**config.mk**
```make
export PLATFORM = sky130hd
export DESIGN_NAME = shift_collector
export DESIGN_NICKNAME = d
export VERILOG_FILES = /design/src/rtl/shift_collector.sv
export SDC_FILE = /design/constraint.sdc
export NUM_CORES = 1
export LEC_CHECK = 0
export BUFFER_PORTS_ARGS = -buffer_cell sky130_fd_sc_hd__buf_4
export CAP_MARGIN = 20
export CORE_MARGIN = 2
export CORE_UTILIZATION = 51
export CTS_CLUSTER_DIAMETER = 200
export DETAILED_ROUTE_END_ITERATION = 8
export PLACE_DENSITY = 0.91
export RECOVER_POWER = 25
export SLEW_MARGIN = 20
export SYNTH_ARGS = -nofsm -noshare
export SYNTH_HDL_FRONTEND = slang
export SYNTH_SLANG_ARGS = --single-unit
```
**constraint.sdc**
```tcl
create_clock -name clk -period 2.2 [get_ports clk]
set_input_delay 0.44 -clock clk [delete_from_list [all_inputs] [get_ports clk]]
set_output_delay 0.44 -clock clk [all_outputs]
set_load 0.01 [all_outputs]
```
**src/rtl/shift_collector.sv**
```systemverilog
// Serial-to-parallel collector: gathers DEPTH serial words of 2*DW bits into one
// parallel frame and holds it under valid/ready handshake until downstream takes it.
`ifndef DATASIZE
`define DATASIZE 8
`endif
`ifndef ARRAYHEIGHT
`define ARRAYHEIGHT 4
`endif

module shift_collector #(
  parameter int DW    = `DATASIZE,
  parameter int DEPTH = `ARRAYHEIGHT
) (
  input  logic                         clk,
  input  logic                         rst,
  input  logic                         clear,
  input  logic                         in_valid,
  input  logic [2*DW-1:0]              in,
  output logic                         in_ready,
  output logic                         out_valid,
  input  logic                         out_ready,
  output logic [2*DEPTH*DW-1:0]        out,
  output logic [$clog2(DEPTH+1)-1:0]   count,
  output logic                         overflow,
  output logic [1:0]                   o_state
);

  localparam int WW = 2 * DW;
  localparam int FW = 2 * DEPTH * DW;
  localparam int CW = $clog2(DEPTH + 1);

  // Handshakes: a word moves on in_valid && in_ready, a frame moves on
  // out_valid && out_ready. Neither side may retract valid before the transfer;
  // clear cancels both transfers in the cycle it is high.
  typedef enum logic [1:0] {
    S_IDLE = 2'd0,
    S_FILL = 2'd1,
    S_HOLD = 2'd2
  } state_t;

  state_t          r_state;
  state_t          w_next_state;
  logic [FW-1:0]   r_mem;
  logic [CW-1:0]   r_count;
  logic            r_overflow;
  logic            w_accept;
  logic            w_xfer;

  assign w_accept = in_valid && in_ready && !clear;
  assign w_xfer   = out_valid && out_ready && !clear;

  always_ff @(posedge clk) begin
    if (!rst) begin
      r_state <= S_IDLE;
    end else begin
      r_state <= w_next_state;
    end
  end

  always_comb begin
    w_next_state = r_state;
    if (clear) begin
      w_next_state = S_IDLE;
    end else begin
      case (r_state)
        S_IDLE: if (w_accept) w_next_state = S_FILL;
        S_FILL: if (w_accept && (r_count == CW'(DEPTH - 1))) w_next_state = S_HOLD;
        S_HOLD: if (out_ready) w_next_state = w_accept ? S_FILL : S_IDLE;
        default: w_next_state = S_IDLE;
      endcase
    end
  end

  always_comb begin
    out_valid = (r_state == S_HOLD);
    in_ready  = (r_state != S_HOLD) || out_ready;
    out       = out_valid ? r_mem : '0;
    o_state   = r_state;
  end

  // A frame leaving in the same cycle as a new word restarts the shift register
  // with only that word, so stale slices never reach the next frame.
  always_ff @(posedge clk) begin
    if (!rst || clear) begin
      r_mem      <= '0;
      r_count    <= '0;
      r_overflow <= 1'b0;
    end else begin
      if (w_xfer) begin
        r_mem   <= w_accept ? {in, {(FW - WW){1'b0}}} : '0;
        r_count <= w_accept ? CW'(1) : '0;
      end else if (w_accept) begin
        r_mem   <= {in, r_mem[FW-1:WW]};
        r_count <= r_count + CW'(1);
      end
      if (in_valid && !in_ready) begin
        r_overflow <= 1'b1;
      end
    end
  end

  assign count    = r_count;
  assign overflow = r_overflow;

endmodule
```
==> run summary, run 1 <==
Wirelength, routed -> 6910 um
Leak -> 1.58 nW
# diodes -> 0
Worst setup margin -> 0.150 ns
Total power -> 0.00233 W
Crit-path max cell delay -> 0.45 ns
Initial antenna violation count -> 0
CP arrival -> 1.61 ns
Routed Antenna Nets -> 0
Worst VDD drop -> 323 uV
Gr ovfl total -> 0
Seq/Total Area, Yosys -> 0.471
Fin area -> 0.00381 mm^2
CTS Buf Count -> 9
Post-Syn Nets -> 368
Core area -> 0.00557 mm^2
Final Hold Fails -> 0
FP Rows -> 27
Die area -> 0.00647 mm^2
Dpl ws -> 0.195 ns
Status -> finished, final reports clean
Die H -> 80.4 um
RSZ-0062 raised after global routing -> false
CP Class -> reg2out
Syn_area_per_cell -> 8.63 um^2
Clock latency on the worst-skew pair -> 0.34 ns
Clock-pin slew on the worst setup and hold paths -> 0.07 ns
Top_reg_cell synth -> dfxtp_1
Drt first pass iters -> 4
Setup Fix Bufs, Post-CTS -> 0
Yosys warning total -> 0
Vias in the first global route -> 2,432
Maximum clock path buffer count -> 2
Hold-fix buffers at CTS -> 0
Slew Limit Headroom -> 0.379
Average wire per standard cell -> 13.9 um
Slew @ Worst Pin -> 0.931 ns
Skew final -> 0.00646 ns
Post-DP Area -> 0.00367 mm^2
Routed vias -> 2,683
Critical Path Sink Type -> output port
IO buf count -> 92
Critical Path RT -> 1.76 ns
Via/cell ratio -> 5.38
MaxCap Viol Count -> 0
# DRC -> 0
Worst path cell trace -> nand2b_1 -> inv_2 -> buf_4 -> and2_1 -> buf_4
Fin crit share -> 0.932
Crit path max fanout -> 31
Post-synth EDFFs -> 0
Fmax -> 0.488 GHz
Synthesized instance count -> 345
Sum of negative setup slack -> 0 ns
Fin util -> 0.683
Sink Count -> 70
Post-synthesis async set-or-reset flop share -> 0
Total power per unit cell area -> 612 mW/mm^2
Fin nets -> 445
Period minus WS final -> 2.05 ns
I/O pin count -> 93
Layout fillers -> 460
CTS root buffer -> clkbuf_8
Detail Placement HPWL -> 5070 um
Hold Crit Class -> in2reg
Final setup violating endpoints -> 0
GR Util All Layers -> 0.223
Initial drt markers -> 164
CP dominant cell by count -> buf_4
CTS tree -> done
# H-tree levels -> 3
CTS resizes -> 0
Initial core utilization -> 0.534
Crit start category -> flip-flop
Share of cells above drive strength 1 -> 0.253
RD Place Congestion -> 0.805
Pin count of the biggest net entering global routing -> 52
Max Slew Vio Count -> 0
Die Wd -> 80.4 um
FF+latch count, synth -> 70
Layout overhead on the synthesized area -> 27.9%
Netlist Area Pre-Place -> 0.00298 mm^2
First-pass GRT wire length -> 11,200 um
Synth cell types -> 27
Worst path slowest cell -> dfxtp_1
[state kept, by name (all words and copies together) (netlist names)]
name / flops
count: 3
o_state: 2
overflow: 1
r_mem: 64
[cells by family (layout without fill, tap and decap cells)]
| group | count (synthesis) | after routing | synth area share |
|---|---|---|---|
| buffers and inverters | 37 | 119 | 0.0580 |
| adder cells (fa/ha/maj) | 2 | 2 | 0.00840 |
| flip-flops | 70 | 70 | 0.471 |
| AO/OA/AOI/OAI | 101 | 101 | 0.223 |
| AND/OR/NAND/NOR | 135 | 135 | 0.240 |
[critical path: cells and delay by family (launching register included)]
kind	cells	cell delay (ns)
DFF	1	0.45
and+or+nand+nor	2	0.40
buffers and inverters	3	0.42
[worst paths after layout]
path | from | end | slack (ns) | cells after the start
worst min-delay path | in[4] | r_mem[52]$_SDFFE_PP0P_ | 0.31 | 2
worst max-delay path | o_state[0]$_SDFFE_PP0P_ | out[52] | 0.15 | 5
worst min register to register | r_mem[59]$_SDFFE_PP0P_ | r_mem[43]$_SDFFE_PP0P_ | 0.47 | 2
worst max register to register | o_state[0]$_SDFFE_PP0P_ | r_mem[38]$_SDFFE_PP0P_ | 0.20 | 4
[per-layer routing]
| layer | GRT usage | share of wire |
|---|---|---|
| met2 | 0.362 | 0.47 |
| met5 | 0 | 0 |
| met1 | 0.279 | 0.43 |
| met3 | 0.0528 | 0.082 |
| met4 | 0.107 | 0.021 |
[cell usage in the layout, fill, tap and decap left out, types with 2 or more instances in the layout]
| cell | count |
|---|---|
| clkinv_2 | 3 |
| clkbuf_8 | 10 |
| and2_0 | 2 |
| a211oi_1 | 14 |
| clkbuf_1 | 9 |
| nor2_1 | 26 |
| nand2b_1 | 3 |
| buf_4 | 91 |
| and2_1 | 65 |
| inv_1 | 3 |
| ha_1 | 2 |
| nand2_1 | 29 |
| a22oi_1 | 24 |
| dfxtp_1 | 70 |
| nand3_1 | 4 |
| a21oi_1 | 30 |
| o21ai_0 | 16 |
| a22o_1 | 14 |
| nor2b_1 | 2 |
[power breakdown]
group | internal [W] | leakage (nW) | total (W) | switching (W)
Combinational | 0.0000580 | 0.927 | 0.000136 | 0.0000781
Sequential | 0.00129 | 0.568 | 0.00132 | 0.0000228
Clock | 0.000434 | 0.0861 | 0.000876 | 0.000442
Total | 0.00179 | 1.58 | 0.00233 | 0.000543
[cell usage after synthesis (2+ instances only)]
cell type | count | area (um^2)
a21oi_1 | 30 | 150
buf_6 | 2 | 22.5
dfxtp_1 | 70 | 1400
clkbuf_1 | 18 | 67.6
inv_1 | 3 | 11.3
o21ai_0 | 16 | 80.1
nand2_1 | 29 | 109
buf_2 | 12 | 60.1
nor2b_1 | 2 | 12.5
a22o_1 | 14 | 123
nand2b_1 | 3 | 18.8
nor2_1 | 26 | 97.6
nand3_1 | 4 | 20.0
a22oi_1 | 24 | 180
a211oi_1 | 14 | 105
and2_1 | 66 | 413
ha_1 | 2 | 25.0
[through the flow]
stage	instances	hold slack, ns
floorplan	345	0.439
global placement	483	0.450
detailed placement	483	0.458
CTS	499	0.298
global route	499	0.302
finish	499	0.312
[cell type report]
| cell class | count | area [um^2] | share of cell area |
|---|---|---|---|
| multi-input combinational | 238 | 1400 | 0.369 |
| sequential | 70 | 1400 | 0.368 |
| timing repair buffer | 99 | 729 | 0.192 |
| clock buffer | 12 | 145 | 0.0381 |
| tap | 72 | 90.1 | 0.0237 |
| clock inverter | 4 | 22.5 | 0.00592 |
| inverter | 4 | 15.0 | 0.00394 |
No activity file was read; power rests on OpenSTA's default activity.
==> inputs of run 2 (changes only) <==
--- a/config.mk
+++ b/config.mk
@@ -8,10 +8,9 @@
 export BUFFER_PORTS_ARGS = -buffer_cell sky130_fd_sc_hd__buf_4
 export CAP_MARGIN = 20
 export CORE_MARGIN = 2
-export CORE_UTILIZATION = 51
+export CORE_UTILIZATION = 35
 export CTS_CLUSTER_DIAMETER = 200
 export DETAILED_ROUTE_END_ITERATION = 8
-export PLACE_DENSITY = 0.91
 export RECOVER_POWER = 25
 export SLEW_MARGIN = 20
 export SYNTH_ARGS = -nofsm -noshare
==> run 2 against run 1 <==
- worst setup slack worse by 0.020 ns
- sequential power hardly changed
- largest power group unchanged
- utilization decreased by 21 points
- design area is 2.3% higher
- combinational power about the same
- critical path type unchanged
- global-route usage down 6.2 points
- clock power rose by 18%
- via count fell by 3.8%
- maximum frequency shrank 0.98%
- clock skew up 0.0016 ns
==> run summary, run 2 (synthesized netlist as in run 1, its figures left out) <==
Status -> finished, final reports clean
R2r setup slk -> 0.33 ns
Slew @ Worst Pin -> 0.933 ns
Total power -> 0.00248 W
Fin nets -> 446
# H-tree levels -> 3
Hold path cells -> 2
Gr ovfl total -> 0
MaxCap Viol Count -> 0
RD Place Congestion -> 0.807
Fin crit share -> 0.941
I/O pin count -> 93
Initial antenna violation count -> 0
# diodes -> 0
Layout fillers -> 828
Clock-pin slew on the worst setup and hold paths -> 0.07 ns
Sink Count -> 70
R2r startpoint -> o_state[0]$_SDFFE_PP0P_
CTS tree -> done
R2R cell count -> 5
Worst VDD drop -> 280 uV
RSZ-0062 raised after global routing -> false
Die Wd -> 96.2 um
Routed vias -> 2,581
Commonest cells after routing, fill and taps aside -> 92 x buf_4, 70 x dfxtp_1, 65 x and2_1, 30 x a21oi_1, 29 x nand2_1
Sum of negative setup slack -> 0 ns
Fin area -> 0.00390 mm^2
Hold Path Origin -> in[10]
Wirelength, routed -> 7240 um
Final setup violating endpoints -> 0
Max reg flops -> 64
CTS Buf Count -> 9
CTS resizes -> 1
Worst hold endpoint -> r_mem[58]$_SDFFE_PP0P_
# DRC -> 0
Share of cells above drive strength 1 -> 0.259
Most common cell after layout, fill and taps aside -> buf_4
Pin count of the biggest net entering global routing -> 31
Clock power share -> 0.414
Max Slew Vio Count -> 0
Critical Path Sink Type -> output port
Initial core utilization -> 0.362
CP Class -> reg2out
Initial drt markers -> 77
GR Util All Layers -> 0.162
Switching Share -> 0.221
Drt first pass iters -> 5
Total power per unit cell area -> 636 mW/mm^2
Layout overhead on the synthesized area -> 30.8%
IO buf count -> 92
Fmax -> 0.483 GHz
Final Hold Fails -> 0
Vias in the first global route -> 2,251
Routed Antenna Nets -> 0
Register share of total power -> 0.531
CP arrival -> 1.63 ns
Hold Crit Class -> in2reg
P_sw -> 0.000548 W
Leak -> 1.60 nW
Clock latency on the worst-skew pair -> 0.33 ns
Maximum clock path buffer count -> 2
Skew final -> 0.00808 ns
Average wire per standard cell -> 13.6 um
Internal power -> 0.00193 W
Die H -> 96.2 um
Crit start category -> flip-flop
Via/cell ratio -> 4.84
Die area -> 0.00926 mm^2
Crit path max fanout -> 25
Combinational Power Share -> 0.055
CTS root buffer -> clkbuf_8
Setup Fix Bufs, Post-CTS -> 0
Core area -> 0.00822 mm^2
RR Endpoint -> r_mem[3]$_SDFFE_PP0P_
Post-DP Area -> 0.00371 mm^2
Hold-fix buffers at CTS -> 0
Detail Placement HPWL -> 5290 um
Biggest register -> r_mem
First-pass GRT wire length -> 11,500 um
FP Rows -> 33
Slew Limit Headroom -> 0.378
Period minus WS final -> 2.07 ns
Critical Path RT -> 1.76 ns
## run 2: power groups by stage
stage | combinational, W | sequential, W | clock, W
5_1_grt | 0.000153 | 0.00132 | 0.00110
2_1_floorplan | 0.0000917 | 0.00134 | 0
6_report | 0.000137 | 0.00132 | 0.00103
4_1_cts | 0.000141 | 0.00132 | 0.00105
3_3_place_gp | 0.000139 | 0.00134 | 0
3_5_place_dp | 0.000141 | 0.00134 | 0
## run 2: layout make-up
cell class                 instances  area, um^2  area share
clock buffer                      12         155      0.0398
clock inverter                     4        45.0      0.0116
inverter                           4        20.0     0.00514
multi-input combinational        238        1410       0.361
sequential                        70        1400       0.360
tap                              105         131      0.0337
timing repair buffer             100         737       0.189
## run 2: how the worst max path moves through the flow
stage                                  from                endpoint  depth (start not counted)
global placement                  out_ready   count[0]$_SDFFE_PP0P_                          5
global route        o_state[0]$_SDFFE_PP0P_                 out[60]                          5
CTS                 o_state[0]$_SDFFE_PP0P_                 out[60]                          5
finish              o_state[0]$_SDFFE_PP0P_                 out[60]                          5
detailed placement                out_ready   count[0]$_SDFFE_PP0P_                          5
floorplan                         out_ready  r_mem[51]$_SDFFE_PP0P_                          6
## run 2: routing by layer
metal / global-route usage / routed length (um) / vias up
met2: 0.232 / 2990 / 70
li1: - / - / 1338
met5: 0 / 0 / -
met3: 0.0290 / 444 / 9
met1: 0.236 / 3730 / 1164
met4: 0.0679 / 81 / 0
## run 2: metrics by stage
step / util / cells / setup slack (ns) / hold WS [ns]
detailed placement: 0.452 / 517 / 0.212 / 0.458
finish: 0.474 / 533 / 0.130 / 0.325
global route: 0.474 / 533 / 0.0204 / 0.316
floorplan: - / 345 / 0.548 / 0.439
global placement: 0.452 / 517 / 0.220 / 0.455
CTS: 0.477 / 533 / 0.0453 / 0.311
## run 2: worst max-delay path: stages (launching register included)
cell,delay [ns]
dfxtp_1,0.36
nand2b_2,0.25
inv_6,0.17
buf_4,0.22
and2_1,0.16
buf_4,0.12
==> inputs of run 3 (changes only) <==
--- a/config.mk
+++ b/config.mk
@@ -12,6 +12,7 @@
 export CTS_CLUSTER_DIAMETER = 200
 export DETAILED_ROUTE_END_ITERATION = 8
 export RECOVER_POWER = 25
+export REMOVE_ABC_BUFFERS = 1
 export SLEW_MARGIN = 20
 export SYNTH_ARGS = -nofsm -noshare
 export SYNTH_HDL_FRONTEND = slang
==> run 3 against run 2 <==
- wire length is 6.6% higher
- clock skew is 0.0027 ns lower
- sequential share of layout area is 0.12 points lower
- utilization is 0.15 points higher
- register-to-register slack worse by 0.05 ns
- highest routed layer unchanged
==> run summary, run 3 (synthesized netlist as in run 1, its figures left out) <==
Status -> finished, final reports clean
Die H -> 96.2 um
Post-DP Area -> 0.00371 mm^2
CP Buf/Inv Count -> 3
Drt first pass iters -> 4
Max Slew Vio Count -> 0
Final Hold Fails -> 0
Layout fillers -> 819
Total power per unit cell area -> 666 mW/mm^2
Share of cells above drive strength 1 -> 0.259
Final setup violating endpoints -> 0
Initial core utilization -> 0.362
Routed Antenna Nets -> 0
Biggest register -> r_mem
Slew @ Worst Pin -> 1.01 ns
RSZ-0062 raised after global routing -> false
Period minus WS final -> 2.06 ns
Internal power -> 0.00202 W
Maximum clock path buffer count -> 2
Storage element area -> 0.00140 mm^2
Skew final -> 0.00535 ns
Die area -> 0.00926 mm^2
Critical Path Sink Type -> output port
Worst path cell trace -> nand2b_1 -> inv_2 -> buf_6 -> and2_1 -> buf_4
Commonest cells after routing, fill and taps aside -> 90 x buf_4, 70 x dfxtp_1, 65 x and2_1, 29 x nand2_1, 29 x a21oi_1
Area of the multi-input gates -> 0.00141 mm^2
Crit-path max cell delay -> 0.43 ns
Fin util -> 0.476
Pin count of the biggest net entering global routing -> 44
CTS resizes -> 0
Critical path's top delay family -> flip-flops
R2r startpoint -> o_state[0]$_SDFFE_PP0P_
GR Util All Layers -> 0.167
Dpl ws -> 0.228 ns
Initial drt markers -> 85
Crit start category -> flip-flop
Clock power share -> 0.442
Combinational Power Share -> 0.054
Most common cell after layout, fill and taps aside -> buf_4
Vias in the first global route -> 2,384
RD Place Congestion -> 0.844
Worst setup margin -> 0.139 ns
Crit path max fanout -> 40
Sum of negative setup slack -> 0 ns
# DRC -> 0
Fin nets -> 446
Clock-pin slew on the worst setup and hold paths -> 0.07 ns
Setup Fix Bufs, Post-CTS -> 0
CP Class -> reg2out
# H-tree levels -> 3
Critical Path RT -> 1.76 ns
Switching Share -> 0.224
Gr ovfl total -> 0
FP Rows -> 33
Max reg flops -> 64
# diodes -> 0
Via/cell ratio -> 4.96
Fmax -> 0.485 GHz
P_sw -> 0.000583 W
I/O pin count -> 93
Detail Placement HPWL -> 5360 um
Routed vias -> 2,645
Hold Crit Class -> in2reg
IO buf count -> 92
Leak -> 1.61 nW
Slew Limit Headroom -> 0.329
Hold-fix buffers at CTS -> 0
MaxCap Viol Count -> 0
Register share of total power -> 0.504
Fin area -> 0.00391 mm^2
Hold Path Origin -> in[15]
Die Wd -> 96.2 um
Wirelength, routed -> 7720 um
CTS tree -> done
First-pass GRT wire length -> 11,900 um
CTS Buf Count -> 9
Clock latency on the worst-skew pair -> 0.33 ns
Worst VDD drop -> 291 uV
Layout overhead on the synthesized area -> 31.3%
CTS root buffer -> clkbuf_8
Worst path slowest cell -> dfxtp_1
Fin crit share -> 0.937
Average wire per standard cell -> 14.5 um
Sink Count -> 70
Core area -> 0.00822 mm^2
CP arrival -> 1.62 ns
Critical path startpoint -> o_state[0]$_SDFFE_PP0P_
Initial antenna violation count -> 0
[run 3: metal layers]
layer  vias up  part of all wire  track usage
li1       1338                 -            -
met1      1239              0.45        0.212
met2        58              0.50        0.280
met3        10             0.037       0.0258
met4         0             0.015       0.0690
met5         -                 0            0
[run 3: final timing paths]
| kind | cells after the start | to | slack, ns |
|---|---|---|---|
| max | 5 | out[62] | 0.14 |
| min | 2 | r_mem[63]$_SDFFE_PP0P_ | 0.32 |
| max reg2reg | 5 | count[2]$_SDFFE_PP0P_ | 0.28 |
| min reg2reg | 2 | r_mem[17]$_SDFFE_PP0P_ | 0.47 |
[run 3: metrics by stage]
| stage | instances | power (W) | hold slack, ns |
|---|---|---|---|
| after floorplan | 312 | 0.00141 | 0.440 |
| after global placement | 517 | 0.00149 | 0.459 |
| after detailed placement | 517 | 0.00149 | 0.462 |
| after CTS | 533 | 0.00263 | 0.304 |
| after global routing | 533 | 0.00271 | 0.310 |
| final | 533 | 0.00260 | 0.322 |
[run 3: worst register-to-register path, stage by stage (launching register included)]
cell and delay [ns]:
dfxtp_1 0.37, nand2b_1 0.24, a21oi_2 0.18, clkbuf_1 0.76
a22oi_1 0.15, nor2_1 0.14
[run 3: power groups by stage]
stage	clock network (W)	registers [W]	logic, W
2_1_floorplan	0	0.00134	0.0000763
3_3_place_gp	0	0.00134	0.000144
3_5_place_dp	0	0.00134	0.000146
4_1_cts	0.00117	0.00131	0.000146
5_1_grt	0.00123	0.00132	0.000156
6_report	0.00115	0.00131	0.000141
[run 3: area by class of cell]
class,instances,share of cell area
tap,105,0.0336
clock buffer,11,0.0362
timing repair buffer,100,0.186
clock inverter,5,0.0208
inverter,4,0.00384
multi-input combinational,238,0.361
sequential,70,0.359
